File: config.mk
export PLATFORM = sky130hd
export DESIGN_NAME = wddl_phase_ctrl
export DESIGN_NICKNAME = d
export VERILOG_FILES = /design/src/rtl/wddl_ctrl_pkg.sv /design/src/rtl/wddl_rail_chk.sv /design/src/rtl/wddl_phase_ctrl.sv
export SDC_FILE = /design/constraint.sdc
export NUM_CORES = 1
export LEC_CHECK = 0
export ABC_AREA = 1
export BUFFER_PORTS_ARGS = -buffer_cell sky130_fd_sc_hd__buf_2
export CAP_MARGIN = 20
export CELL_PAD_IN_SITES_DETAIL_PLACEMENT = 1
export CELL_PAD_IN_SITES_GLOBAL_PLACEMENT = 1
export CORE_UTILIZATION = 28
export CTS_CLUSTER_SIZE = 14
export DETAILED_ROUTE_END_ITERATION = 12
export GPL_ROUTABILITY_DRIVEN = 1
export PLACE_DENSITY = 0.76
export SLEW_MARGIN = 20
export SYNTH_ARGS = -nofsm -noshare
export SYNTH_HDL_FRONTEND = slang
export SYNTH_SLANG_ARGS = --single-unit
File: constraint.sdc
create_clock -name clk_in -period 1.4 [get_ports clk_in]
set_clock_uncertainty 0.05 [all_clocks]
set_input_delay 0.14 -clock clk_in [delete_from_list [all_inputs] [get_ports clk_in]]
set_output_delay 0.14 -clock clk_in [all_outputs]
set_load 0.005 [all_outputs]
File: src/rtl/wddl_ctrl_pkg.sv
// Shared definitions for the WDDL precharge/evaluate phase controller.
// Holds the state encodings, the rail-check mode select and the bundle of
// registered control outputs with its per-state decode.
package wddl_ctrl_pkg;

    localparam int unsigned STATE_W = 3;

    localparam logic [STATE_W-1:0] IDLE_ENC    = 3'd0;
    localparam logic [STATE_W-1:0] PRECH_ENC   = 3'd1;
    localparam logic [STATE_W-1:0] EVAL_ENC    = 3'd2;
    localparam logic [STATE_W-1:0] CAPTURE_ENC = 3'd3;
    localparam logic [STATE_W-1:0] DONE_ENC    = 3'd4;

    typedef enum logic [STATE_W-1:0] {
        IDLE    = IDLE_ENC,
        PRECH   = PRECH_ENC,
        EVAL    = EVAL_ENC,
        CAPTURE = CAPTURE_ENC,
        DONE    = DONE_ENC
    } state_e;

    localparam int unsigned CHK_MODE_W = 2;

    typedef enum logic [CHK_MODE_W-1:0] {
        CHK_OFF   = 2'd0,
        CHK_PRECH = 2'd1,
        CHK_EVAL  = 2'd2
    } chk_mode_e;

    typedef struct packed {
        logic prech;
        logic eval;
        logic load;
        logic done;
        logic busy;
    } ctrl_out_t;

    // Control outputs as a pure function of the state they will reflect.
    function automatic ctrl_out_t decode_outputs(input state_e s);
        ctrl_out_t o;
        o.prech = 1'b1;
        o.eval  = 1'b0;
        o.load  = 1'b0;
        o.done  = 1'b0;
        o.busy  = 1'b1;
        case (s)
            IDLE:    o.busy = 1'b0;
            PRECH:   ;
            EVAL: begin
                o.prech = 1'b0;
                o.eval  = 1'b1;
            end
            CAPTURE: begin
                o.prech = 1'b0;
                o.eval  = 1'b1;
                o.load  = 1'b1;
            end
            DONE:    o.done = 1'b1;
            default: o.busy = 1'b0;
        endcase
        return o;
    endfunction

endpackage

File: src/rtl/wddl_rail_chk.sv
// Dual-rail sanity check on the monitored datapath result.
//   mode_i    : CHK_OFF / CHK_PRECH / CHK_EVAL
//   mon_p_i   : true rail, WIDTH bits
//   mon_n_i   : false rail, WIDTH bits
//   viol_c_o  : combinational violation for the current mode
// In precharge every rail must be 0; at capture every bit pair must be
// complementary.
module wddl_rail_chk
    import wddl_ctrl_pkg::*;
#(
    parameter int unsigned WIDTH = 8
) (
    input  logic [CHK_MODE_W-1:0] mode_i,
    input  logic [WIDTH-1:0]      mon_p_i,
    input  logic [WIDTH-1:0]      mon_n_i,
    output logic                  viol_c_o
);

    always_comb begin
        viol_c_o = 1'b0;
        case (mode_i)
            CHK_PRECH: viol_c_o = |(mon_p_i | mon_n_i);
            CHK_EVAL:  viol_c_o = |(~(mon_p_i ^ mon_n_i));
            default:   viol_c_o = 1'b0;
        endcase
    end

endmodule

File: src/rtl/wddl_phase_ctrl.sv
// WDDL precharge/evaluate phase sequencer.
// Runs ROUNDS rounds of PRECH (1 cycle) -> EVAL (EVAL_CYCLES) -> CAPTURE (1),
// then a one-cycle DONE pulse. All control outputs are registered.
// Build option: define WDDL_RAIL_CHECK_EN to compile in the sticky dual-rail
// checker; otherwise rail_err_out is tied 0 and mon_* are ignored.
//   clk_in, rst_in          : clock, synchronous active-high reset
//   start_in                : operation request, accepted only in IDLE
//   mon_p_in / mon_n_in     : dual-rail datapath result
//   prech_out / eval_out    : datapath phase controls
//   load_out                : round result capture enable
//   round_out               : current round index
//   busy_out / done_out     : activity / completion pulse
//   rail_err_out            : sticky rail violation
module wddl_phase_ctrl
    import wddl_ctrl_pkg::*;
#(
    parameter int unsigned WIDTH       = 8,
    parameter int unsigned ROUNDS      = 10,
    parameter int unsigned EVAL_CYCLES = 1,
    parameter int unsigned CNT_W       = 4
) (
    input  logic             clk_in,
    input  logic             rst_in,
    input  logic             start_in,
    input  logic [WIDTH-1:0] mon_p_in,
    input  logic [WIDTH-1:0] mon_n_in,
    output logic             prech_out,
    output logic             eval_out,
    output logic             load_out,
    output logic [CNT_W-1:0] round_out,
    output logic             busy_out,
    output logic             done_out,
    output logic             rail_err_out
);

    localparam int unsigned EVAL_W = (EVAL_CYCLES > 1) ? $clog2(EVAL_CYCLES) : 1;

    state_e             state_q, state_d;
    logic [CNT_W-1:0]   round_q, round_d;
    logic [EVAL_W-1:0]  ecnt_q, ecnt_d;
    ctrl_out_t          out_q, out_d;

    // Next-state and next-output logic; outputs are decoded from the next
    // state so that the registered copy tracks state_q exactly.
    always_comb begin
        state_d = state_q;
        round_d = round_q;
        ecnt_d  = ecnt_q;
        case (state_q)
            IDLE: begin
                if (start_in) begin
                    state_d = PRECH;
                    round_d = '0;
                end
            end
            PRECH: begin
                state_d = EVAL;
                ecnt_d  = '0;
            end
            EVAL: begin
                if (ecnt_q == EVAL_W'(EVAL_CYCLES - 1)) begin
                    state_d = CAPTURE;
                end else begin
                    ecnt_d = ecnt_q + EVAL_W'(1);
                end
            end
            CAPTURE: begin
                if (round_q == CNT_W'(ROUNDS - 1)) begin
                    state_d = DONE;
                end else begin
                    round_d = round_q + CNT_W'(1);
                    state_d = PRECH;
                end
            end
            DONE:    state_d = IDLE;
            default: state_d = IDLE;
        endcase
        out_d = decode_outputs(state_d);
    end

    // State and output registers.
    always_ff @(posedge clk_in) begin
        if (rst_in) begin
            state_q <= IDLE;
            round_q <= '0;
            ecnt_q  <= '0;
            out_q   <= decode_outputs(IDLE);
        end else begin
            state_q <= state_d;
            round_q <= round_d;
            ecnt_q  <= ecnt_d;
            out_q   <= out_d;
        end
    end

    assign prech_out = out_q.prech;
    assign eval_out  = out_q.eval;
    assign load_out  = out_q.load;
    assign done_out  = out_q.done;
    assign busy_out  = out_q.busy;
    assign round_out = round_q;

`ifdef WDDL_RAIL_CHECK_EN
    chk_mode_e mode_c;
    logic      viol_c;
    logic      rail_err_q, rail_err_d;

    // Precharge phase checks for all-zero rails, capture for complementarity.
    always_comb begin
        mode_c = CHK_OFF;
        case (state_q)
            PRECH:   mode_c = CHK_PRECH;
            CAPTURE: mode_c = CHK_EVAL;
            default: mode_c = CHK_OFF;
        endcase
    end

    wddl_rail_chk #(
        .WIDTH (WIDTH)
    ) u_rail_chk (
        .mode_i   (mode_c),
        .mon_p_i  (mon_p_in),
        .mon_n_i  (mon_n_in),
        .viol_c_o (viol_c)
    );

    // Sticky flag; an accepted start clears it for the new operation.
    always_comb begin
        rail_err_d = rail_err_q | viol_c;
        if (state_q == IDLE && start_in) begin
            rail_err_d = 1'b0;
        end
    end

    always_ff @(posedge clk_in) begin
        if (rst_in) begin
            rail_err_q <= 1'b0;
        end else begin
            rail_err_q <= rail_err_d;
        end
    end

    assign rail_err_out = rail_err_q;
`else
    logic unused_mon;
    assign unused_mon   = ^{mon_p_in, mon_n_in};
    assign rail_err_out = 1'b0;
`endif

endmodule

==> run metrics <==
CP Class=register to register; number of global-route vias before repair=~400; Hold WC Path Type=primary input to register; Longest Clk Path Bufs=2; n_diodes=0; run status=completed; met3 Usage GRT=0.03600; CP arrival=1340 ps; number of synthesized flops with an enable pin=0; final WL=977 µm; clock root buffer master=clkbuf_4; site row count=15; post-synth top area cell=dfxtp_1; Post-synth top flop=dfxtp_1; Core Area=between 1500 and 2000 µm²; instance count of the mapped netlist=63; overall power=around 800 µW; DR vias/cell=approximately 4; Tot GR Track Use=0.1175; Synth warnings=0; # clock sinks=12; CTS tree=yes; Fin. Hold Viols=0; FFs w/ async S/R, synth=0; met2 Use GR=0.1529; Routed Antenna Nets=0; slowest CP cell=dfxtp_2; CP required=1510 ps; f_max=around 810 MHz; RSZ-0062 raised after global routing=no; area occupied by multi-input gates=234.0 µm²; CP max FO=7; die area=just over 2000 µm²; Unique masters post-synth=19; busiest layer in global routing=met1; Leakage=0.0003182 µW; final net count=100; area delta synth->final=25.06%; most frequent cells after synthesis=dfxtp_1, nor2_1, inv_1, nand2_1, nand3_1; Via Count=409; setup bufs post-CTS=0; max-cap viol count=0; largest net degree at the start of global routing=8; DRC viols=0; Crit. End Element=register; final period utilization=0.8779; crit-path cells=inv_1, ha_1, nand3_2, nand2_2, nand2_4, inv_1, nor2_1, nor2_1; share of layout cells above drive strength 1=0.3205; Tmin final=~1200 ps; pwr/cell area=between 1000 and 1500 nW/µm²; post-synth design cell area=around 510 µm²; pre-CTS setup slack=around 57 ps; register area share after synthesis=0.4672; post-DR wirelength/cell=between 9 and 10 µm; Seq cells post-synth=12; CP Launch Type=register; Synth top area share=0.4672; net count after synthesis=84; reg2reg start=round_out[1]$_SDFFE_PP0P_; initial core utilization=0.2978; cts hold-fix bufs=0; die height=44.86 µm; Critical Path Source=round_out[1]$_SDFFE_PP0P_; Worst-Skew Late Latency=between 200 and 300 ps; placed cells=slightly below 100; DRT iter0 DRCs=4; H-tree Lvls=1; antenna violations before repair=0; GPL Wtd Cong=0.6788; maximum vdd ir drop=between 0.0004 and 0.0005 V; most numerous cell in the Yosys netlist=dfxtp_1; I/O Pins=29; DP Wirelength=approximately 750 µm; pins over their slew limit=0; met1 Usage GRT=0.1659; first-pass GRT wire length=~1700 µm; Worst-path clk slew=80 ps; min-delay src=rst_in; max incr delay on CP=about 360 ps; Setup TNS Final=0 ps; Mean Syn Cell Area=~8.2 µm²; fin cells=between 100 and 150; CTS resizes=0; Die Width=~45 µm; GR Overflow Total=0; top cells by area, synth=dfxtp_1, nor2_1, inv_1, nand2_1, ha_1; TritonRoute pass-1 iters=2; Port Buf Inserts=11; Sequential Area=241.5 µm²; Setup violations, final=0; cts bufs inserted=3; Fillers=221; Final WS setup=171.0 ps
per-layer routing:
metal	wire length, µm	share of wire
met5	0	0
met2	404	0.41
met3	44	0.045
met1	528	0.54
met4	0	0
power by group:
part	leakage [µW]	total [µW]	internal, µW	switching, µW
logic	0.000198	135	58.3	76.4
clock network	0.0000210	274	158	117
registers	0.0000987	388	370	18.5
total	0.000318	798	586	211
kinds of logic (layout without fill, tap and decap cells):
| family | Yosys count | after routing | share of synthesized area |
|---|---|---|---|
| AO/OA/AOI/OAI | 6 | 6 | 0.07057 |
| adder cells (fa/ha/maj) | 2 | 2 | 0.04865 |
| buffers and inverters | 11 | 26 | 0.08760 |
| flip-flops | 12 | 12 | 0.4672 |
| other | 1 | 1 | 0.007292 |
| AND/OR/NAND/NOR | 31 | 31 | 0.3188 |
path summary, 6_finish.rpt:
check                                   end  slack, ps  cells past startpoint
hold / removal          load_out$_SDFF_PP0_         40                      2
setup reg to reg  round_out[0]$_SDFFE_PP0P_        170                      8
hold reg to reg   round_out[2]$_SDFFE_PP0P_        480                      2
setup / recovery  round_out[0]$_SDFFE_PP0P_        170                      8
stage by stage:
step | hold slack (ps) | utilization | cell area (µm²)
after floorplan | 162.4 | - | 514.2
after global placement | 317.7 | 0.3478 | 600.6
after detailed placement | 323.2 | 0.3478 | 600.6
after CTS | 28.60 | 0.3688 | 636.9
after global routing | 21.53 | 0.3725 | 643.1
final | 39.67 | 0.3725 | 643.1
layout by cell type, fill, tap and decap left out:
master | netlist | routed
nor2_4 | 1 | 1
nor3_1 | 2 | 2
inv_1 | 10 | 10
nand2_4 | 1 | 1
o31a_2 | 1 | 1
nand2_1 | 7 | 7
nand3_4 | 1 | 1
nor2_1 | 11 | 11
a31oi_1 | 1 | 1
clkbuf_4 | 0 | 3
a21oi_1 | 2 | 2
nand2_2 | 2 | 2
buf_4 | 1 | 1
o21ai_0 | 2 | 2
nor2_2 | 1 | 1
buf_2 | 0 | 11
nand3_1 | 4 | 3
nand3b_1 | 1 | 1
clkbuf_8 | 0 | 1
ha_1 | 2 | 2
nand3_2 | 0 | 1
dfxtp_1 | 12 | 11
conb_1 | 1 | 1
dfxtp_2 | 0 | 1
flip-flops by register name (all words and copies together) (netlist names):
register and cells:
busy_out 1, load_out 1, state_q 3, done_out 1, round_out 4, eval_out 1, prech_out 1
worst max-delay path, delay by kind of cell, from the launching register on:
kind          cells  cell delay (ps)
simple gates      5              410
flops             1              360
fa+ha+maj         1              190
buf+inv           2              110
area by class of cell:
type / instances / area share
Sequential cell: 12 / 0.3755
Timing Repair Buffer: 12 / 0.09728
Multi-Input combinational cell: 40 / 0.3638
Tap cell: 25 / 0.04864
Clock buffer: 4 / 0.05642
Inverter: 10 / 0.05837
(Power assumes the default switching activity.)
